**config.mk**
```make
export PLATFORM = sky130hd
export DESIGN_NAME = writeback_stage_m
export DESIGN_NICKNAME = d
export VERILOG_FILES = /design/src/rtl/writeback_stage_pkg.sv /design/src/rtl/writeback_stage_m_load_fifo.sv /design/src/rtl/writeback_stage_m.sv
export SDC_FILE = /design/constraint.sdc
export NUM_CORES = 1
export LEC_CHECK = 0
export CAP_MARGIN = 15
export CORE_MARGIN = 4
export CORE_UTILIZATION = 55
export DETAILED_ROUTE_END_ITERATION = 8
export DONT_BUFFER_PORTS = 1
export HOLD_SLACK_MARGIN = 0.15
export PLACE_DENSITY = 0.73
export SYNTH_ARGS = -nofsm -noshare
export SYNTH_HDL_FRONTEND = slang
export SYNTH_HIERARCHICAL = 1
export SYNTH_SLANG_ARGS = --single-unit
```
**constraint.sdc**
```tcl
create_clock -name clk -period 2.5 [get_ports clk]
set_clock_uncertainty 0.1 [all_clocks]
set_input_delay 0.5 -clock clk [delete_from_list [all_inputs] [get_ports clk]]
set_output_delay 0.5 -clock clk [all_outputs]
set_load 0.01 [all_outputs]
```
**src/rtl/writeback_stage_pkg.sv**
```systemverilog
// Shared types and constants for the writeback stage: register index/data types,
// the result record carried through the load buffer, and default sizing.
package writeback_stage_pkg;

  typedef logic [4:0]  reg_index_t;
  typedef logic [31:0] reg_data_t;

  localparam reg_index_t REG_ZERO    = 5'd0;
  localparam int         WB_NUM_REGS = 32;

  localparam int WB_FIFO_DEPTH = 2;
  localparam int WB_SB_CNT_W   = 2;

  typedef struct packed {
    reg_index_t rd;
    reg_data_t  data;
  } wb_result_t;

endpackage

```
**src/rtl/writeback_stage_m_load_fifo.sv**
```systemverilog
// Load-result buffer for the writeback stage: DEPTH entries of wb_result_t,
// power-of-two depth so the read/write pointers wrap naturally.
module wb_load_fifo_m
  import writeback_stage_pkg::*;
#(
  parameter int DEPTH = WB_FIFO_DEPTH
) (
  input  logic       clk,
  input  logic       reset,
  input  logic       push,
  input  wb_result_t push_data,
  input  logic       pop,
  output wb_result_t head,
  output logic       full,
  output logic       empty
);

  localparam int PTR_W = $clog2(DEPTH);
  localparam int CNT_W = $clog2(DEPTH + 1);

  wb_result_t       mem_q [DEPTH];
  wb_result_t       mem_d [DEPTH];
  logic [PTR_W-1:0] wr_ptr_q, wr_ptr_d;
  logic [PTR_W-1:0] rd_ptr_q, rd_ptr_d;
  logic [CNT_W-1:0] count_q, count_d;
  logic             do_push, do_pop;

  assign full    = (count_q == CNT_W'(DEPTH));
  assign empty   = (count_q == '0);
  assign do_push = push && !full;
  assign do_pop  = pop && !empty;
  assign head    = mem_q[rd_ptr_q];

  always_comb begin
    mem_d    = mem_q;
    wr_ptr_d = wr_ptr_q;
    rd_ptr_d = rd_ptr_q;
    count_d  = count_q;
    if (do_push) begin
      mem_d[wr_ptr_q] = push_data;
      wr_ptr_d        = wr_ptr_q + PTR_W'(1);
    end
    if (do_pop) begin
      rd_ptr_d = rd_ptr_q + PTR_W'(1);
    end
    case ({do_push, do_pop})
      2'b10:   count_d = count_q + CNT_W'(1);
      2'b01:   count_d = count_q - CNT_W'(1);
      default: count_d = count_q;
    endcase
  end

  always_ff @(posedge clk or posedge reset) begin
    if (reset) begin
      for (int i = 0; i < DEPTH; i++) begin
        mem_q[i] <= '0;
      end
      wr_ptr_q <= '0;
      rd_ptr_q <= '0;
      count_q  <= '0;
    end else begin
      mem_q    <= mem_d;
      wr_ptr_q <= wr_ptr_d;
      rd_ptr_q <= rd_ptr_d;
      count_q  <= count_d;
    end
  end

endmodule

```
**src/rtl/writeback_stage_m.sv**
```systemverilog
// Writeback stage: arbitrates ALU results, buffered loads and direct loads onto the
// register-file write port. Pending-write scoreboard is built only with WB_SCOREBOARD_EN.
module writeback_stage_m
  import writeback_stage_pkg::*;
#(
  parameter int FIFO_DEPTH = WB_FIFO_DEPTH,
  parameter int SB_CNT_W   = WB_SB_CNT_W
) (
  input  logic       clk,
  input  logic       reset,
  input  logic       issue_valid,
  input  reg_index_t issue_rd,
  output logic       issue_ready,
  input  logic       alu_valid,
  input  reg_index_t alu_rd,
  input  reg_data_t  alu_data,
  input  logic       ld_valid,
  output logic       ld_ready,
  input  reg_index_t ld_rd,
  input  reg_data_t  ld_data,
  output reg_index_t write_reg_addr,
  output reg_data_t  write_data,
  output logic       write_enable,
  input  reg_index_t query_addr_1,
  input  reg_index_t query_addr_2,
  output logic       busy_1,
  output logic       busy_2
);

  wb_result_t fifo_head;
  wb_result_t ld_result;
  wb_result_t win;
  logic       fifo_full, fifo_empty;
  logic       fifo_push, fifo_pop;
  logic       ld_acc, win_valid;

  logic       write_enable_q, write_enable_d;
  reg_index_t write_reg_addr_q, write_reg_addr_d;
  reg_data_t  write_data_q, write_data_d;

  // ld_ready comes from the registered FIFO count only, never from alu_valid.
  assign ld_ready       = !fifo_full;
  assign ld_acc         = ld_valid && ld_ready;
  assign ld_result.rd   = ld_rd;
  assign ld_result.data = ld_data;

  wb_load_fifo_m #(
    .DEPTH (FIFO_DEPTH)
  ) u_load_fifo (
    .clk       (clk),
    .reset     (reset),
    .push      (fifo_push),
    .push_data (ld_result),
    .pop       (fifo_pop),
    .head      (fifo_head),
    .full      (fifo_full),
    .empty     (fifo_empty)
  );

  always_comb begin
    win_valid = 1'b0;
    win       = '0;
    fifo_pop  = 1'b0;
    fifo_push = ld_acc;
    if (alu_valid) begin
      win_valid = 1'b1;
      win.rd    = alu_rd;
      win.data  = alu_data;
    end else if (!fifo_empty) begin
      win_valid = 1'b1;
      win       = fifo_head;
      fifo_pop  = 1'b1;
    end else if (ld_acc) begin
      win_valid = 1'b1;
      win       = ld_result;
      fifo_push = 1'b0;
    end
  end

  // x0 results are consumed but never reach the register file.
  always_comb begin
    write_enable_d   = win_valid && (win.rd != REG_ZERO);
    write_reg_addr_d = write_reg_addr_q;
    write_data_d     = write_data_q;
    if (write_enable_d) begin
      write_reg_addr_d = win.rd;
      write_data_d     = win.data;
    end
  end

  always_ff @(posedge clk or posedge reset) begin
    if (reset) begin
      write_enable_q   <= 1'b0;
      write_reg_addr_q <= REG_ZERO;
      write_data_q     <= '0;
    end else begin
      write_enable_q   <= write_enable_d;
      write_reg_addr_q <= write_reg_addr_d;
      write_data_q     <= write_data_d;
    end
  end

  assign write_enable   = write_enable_q;
  assign write_reg_addr = write_reg_addr_q;
  assign write_data     = write_data_q;

`ifdef WB_SCOREBOARD_EN
  localparam logic [SB_CNT_W-1:0] CNT_SAT = '1;

  logic [SB_CNT_W-1:0] cnt_q [WB_NUM_REGS];
  logic [SB_CNT_W-1:0] cnt_d [WB_NUM_REGS];
  logic                sb_inc, sb_dec, sb_same;

  assign issue_ready = (issue_rd == REG_ZERO) || (cnt_q[issue_rd] != CNT_SAT);
  assign busy_1      = (query_addr_1 != REG_ZERO) && (cnt_q[query_addr_1] != '0);
  assign busy_2      = (query_addr_2 != REG_ZERO) && (cnt_q[query_addr_2] != '0);

  assign sb_inc  = issue_valid && issue_ready && (issue_rd != REG_ZERO);
  assign sb_dec  = write_enable_d;
  assign sb_same = sb_inc && sb_dec && (issue_rd == win.rd);

  // Entry 0 is never touched, so x0 stays untracked.
  always_comb begin
    cnt_d = cnt_q;
    if (sb_inc && !sb_same) begin
      cnt_d[issue_rd] = cnt_q[issue_rd] + SB_CNT_W'(1);
    end
    if (sb_dec && !sb_same && (cnt_q[win.rd] != '0)) begin
      cnt_d[win.rd] = cnt_q[win.rd] - SB_CNT_W'(1);
    end
  end

  always_ff @(posedge clk or posedge reset) begin
    if (reset) begin
      for (int r = 0; r < WB_NUM_REGS; r++) begin
        cnt_q[r] <= '0;
      end
    end else begin
      cnt_q <= cnt_d;
    end
  end

  // A write retiring a register with no pending issue is an upstream protocol error.
  assert property (@(posedge clk) disable iff (reset)
    !(sb_dec && !sb_same && (cnt_q[win.rd] == '0)));
`else
  localparam int UNUSED_SB_CNT_W = SB_CNT_W;

  logic unused_sb_inputs;

  assign issue_ready      = 1'b1;
  assign busy_1           = 1'b0;
  assign busy_2           = 1'b0;
  assign unused_sb_inputs = ^{issue_valid, issue_rd, query_addr_1, query_addr_2};
`endif

endmodule

```
==> out/results.tsv <==
metric	value	unit
status	finished clean	
async_reset_ff_share	100.0	%
grt_max_degree	79	
synth_area_leader_cell	dfrtp_1	
cp-end-kind	register	
vias	3707	
crit_slowest_cell	nor4bb_4	
route.detailed.drc	0	
cts_buffers	17	
area_growth	26.00	%
arrival	2740	ps
final_core_util	72.11	%
crit_fanout	18	
grt_usage	23.84	%
via_per_inst	5.941	
path_clk_slew	60	ps
ys_warn_count	6	
netlist_area	5645	um^2
dpl.hpwl	7.996	mm
crit_required	2820	ps
synth_cells	397	
synth_edf_count	0	
synth.distinct_cells	31	
synthFlopType	dfrtp_1	
holdWs	165.1	ps
initial_core_util	57.23	%
hold_depth	2	
ios	136	
powerDensity	1316	nW/um^2
wl_met1	5.575	mm
r2r_cells	9	
period_minus_slack	2419	ps
synth_common_cells	dfrtp_1 (116), mux2_4 (60), mux2_2 (51), inv_1 (41), a222oi_1 (35)	
cpPeakStageDelay	440	ps
p_clk_share	24.0	%
hold_viol_final	0	
drtIter0Drc	380	
crit_type	reg -> reg	
cellLeakagePower	3.410	nW
yosys.cell_count.top_type	dfrtp_1	
cts_sinks	116	
drive_above_1_share	33.60	%
path_depth	9	
die_area	11950	um^2
p_total	9.364	mW
met2_length	7.021	mm
clockBufferDepth	2	
grt-ovfl-total	0	
port_buffers	0	
peakVddDrop	0.7090	mV
pwr-share-comb	37.7	%
core_area	9864	um^2
relSlewSlack	40.43	%
yosys.area.top_type_share	51.42	%
drtPass1Iterations	7	
min-delay-path-class	in -> reg	
synth-seq-cells	116	
fin_setup_tns	0	ps
drv_slew	0	
synth_area_leaders	dfrtp_1 (51%), mux2_4 (16%), mux2_2 (10%)	
cts-root-buf	clkbuf_8	
cts_tree	built	
finalSetupViolCount	0	
cp-start-kind	register	
ant_nets	0	
rows	36	
worstSkewPairLatency	510	ps
grt_antenna_before_repair	0	
worst-path-buf-inv	3	
fillerInstances	645	
n_antenna_cell	0	
wl_met3	890	um
routed_wl	13.64	mm
clock.fmax	413.4	MHz
syn_avg_cell_area	14.22	um^2
fin_area	7113	um^2
path_cells	nand2b_4 > inv_1 > nor4bb_4 > a222oi_1 > and3_1 > nand4_1 > buf_4 > buf_12 > mux2i_1	
yosysSeqAreaShare	51.42	%
seqPwrFrac	38.2	%
crit_family	simple AND/OR/NAND/NOR gates	
grt_pass1_vias	3999	
die_x	109.3	um
dpl_cell_area	5778	um^2
die_h	109.3	um
grt_pass1_wl	21.39	mm
highest_layer	met4	
p_int	6.399	mW
finalCritPeriodShare	96.76	%
maxCapViolations	0	
switchingPower	2.965	mW
gp_congestion	0.7388	
ctsHtreeMaxLevel	4	
p_sw_share	31.66	%
routedWlPerCell	21.86	um
worst_pin_slew	892.3	ps
nNetsFinal	573	
==> worst paths after layout <==
check                                  startpoint               endpoint  slack (ps)
max                        u_load_fifo/count_q[0]         write_data[21]          80
min                                   ld_data[26]         write_data[26]         170
max reg2reg                u_load_fifo/count_q[0]         write_data[21]          80
min reg2reg                  u_load_fifo/wr_ptr_q   u_load_fifo/wr_ptr_q         390
max in group asynchronous                   reset          write_data[9]        1130
min in group asynchronous                   reset  u_load_fifo/mem_q[60]         510
==> final cells by class <==
| type | count | area, um^2 | area share (%) |
|---|---|---|---|
| multi-input combinational | 211 | 2387 | 33.56 |
| clock inverter | 10 | 107.6 | 1.513 |
| clock buffer | 22 | 442.9 | 6.227 |
| inverter | 41 | 157.7 | 2.216 |
| tap | 133 | 166.4 | 2.339 |
| sequential | 116 | 2904 | 40.83 |
| timing repair buffer | 91 | 947.2 | 13.32 |
==> kinds of logic (layout without fill, tap and decap cells) <==
| group | after synthesis | in the layout | share of synthesized area (%) |
|---|---|---|---|
| XOR/XNOR | 5 | 5 | 0.7759 |
| AO/OA/AOI/OAI | 43 | 43 | 7.048 |
| flip-flops | 116 | 116 | 51.42 |
| AND/OR/NAND/NOR | 16 | 16 | 1.840 |
| other | 2 | 3 | 0.1330 |
| buffers and inverters | 71 | 164 | 6.760 |
| multiplexers | 143 | 143 | 31.80 |
| adder cells (fa/ha/maj) | 1 | 1 | 0.2216 |
==> worst reg2reg max path: stages, from the launching register on <==
cell and delay, ps:
dfrtp_1 410, nand2b_4 170, inv_1 80, nor4bb_4 440
a222oi_1 190, and3_1 240, nand4_1 90, buf_4 170
buf_12 190, mux2i_1 250
==> timing repair <==
item	CTS	global route
setup endpoints to repair	0	11
setup buffers	0	2
gates resized for setup	0	1
hold buffers	73	0
endpoints found under the hold margin	225	0
==> per-stage QoR <==
| step | std cells | setup WS [ps] |
|---|---|---|
| after global placement | 516 | 241.2 |
| after floorplan | 398 | 135.5 |
| after CTS | 621 | 113.9 |
| after detailed placement | 516 | 154.0 |
| final | 624 | 81.00 |
| after global routing | 624 | -1.961 |
==> flip-flops by register name (all words and copies together), names as in the netlist <==
name,cells
write_enable,1
u_load_fifo/mem_q,74
write_data,32
u_load_fifo/count_q,2
u_load_fifo/wr_ptr_q,1
u_load_fifo/rd_ptr_q,1
write_reg_addr,5
==> power groups by stage <==
stage / logic, mW / clock network [mW] / registers [mW]
6_report: 3.53 / 2.25 / 3.58
5_1_grt: 3.82 / 2.38 / 3.69
4_1_cts: 3.46 / 2.29 / 3.57
3_5_place_dp: 3.29 / 0 / 3.57
3_3_place_gp: 3.18 / 0 / 3.52
2_1_floorplan: 2.85 / 0 / 3.38
==> metal layers <==
layer	up-vias	global-route usage [%]
met2	155	40.09
met4	0	8.816
li1	1615	-
met3	15	6.166
met5	-	0
met1	1922	29.78
==> layout by cell type, fill, tap and decap left out, types with 4 or more instances in the layout <==
| cell | netlist | final |
|---|---|---|
| inv_1 | 41 | 39 |
| mux2i_1 | 32 | 32 |
| dlygate4sd3_1 | 0 | 72 |
| mux2_4 | 60 | 60 |
| clkinv_2 | 0 | 5 |
| a222oi_1 | 35 | 35 |
| buf_12 | 3 | 5 |
| clkinvlp_4 | 0 | 4 |
| clkbuf_16 | 0 | 17 |
| buf_4 | 6 | 12 |
| dfrtp_1 | 116 | 115 |
| clkbuf_1 | 11 | 4 |
| mux2_2 | 51 | 51 |
Power figures use the tool's default switching activity.
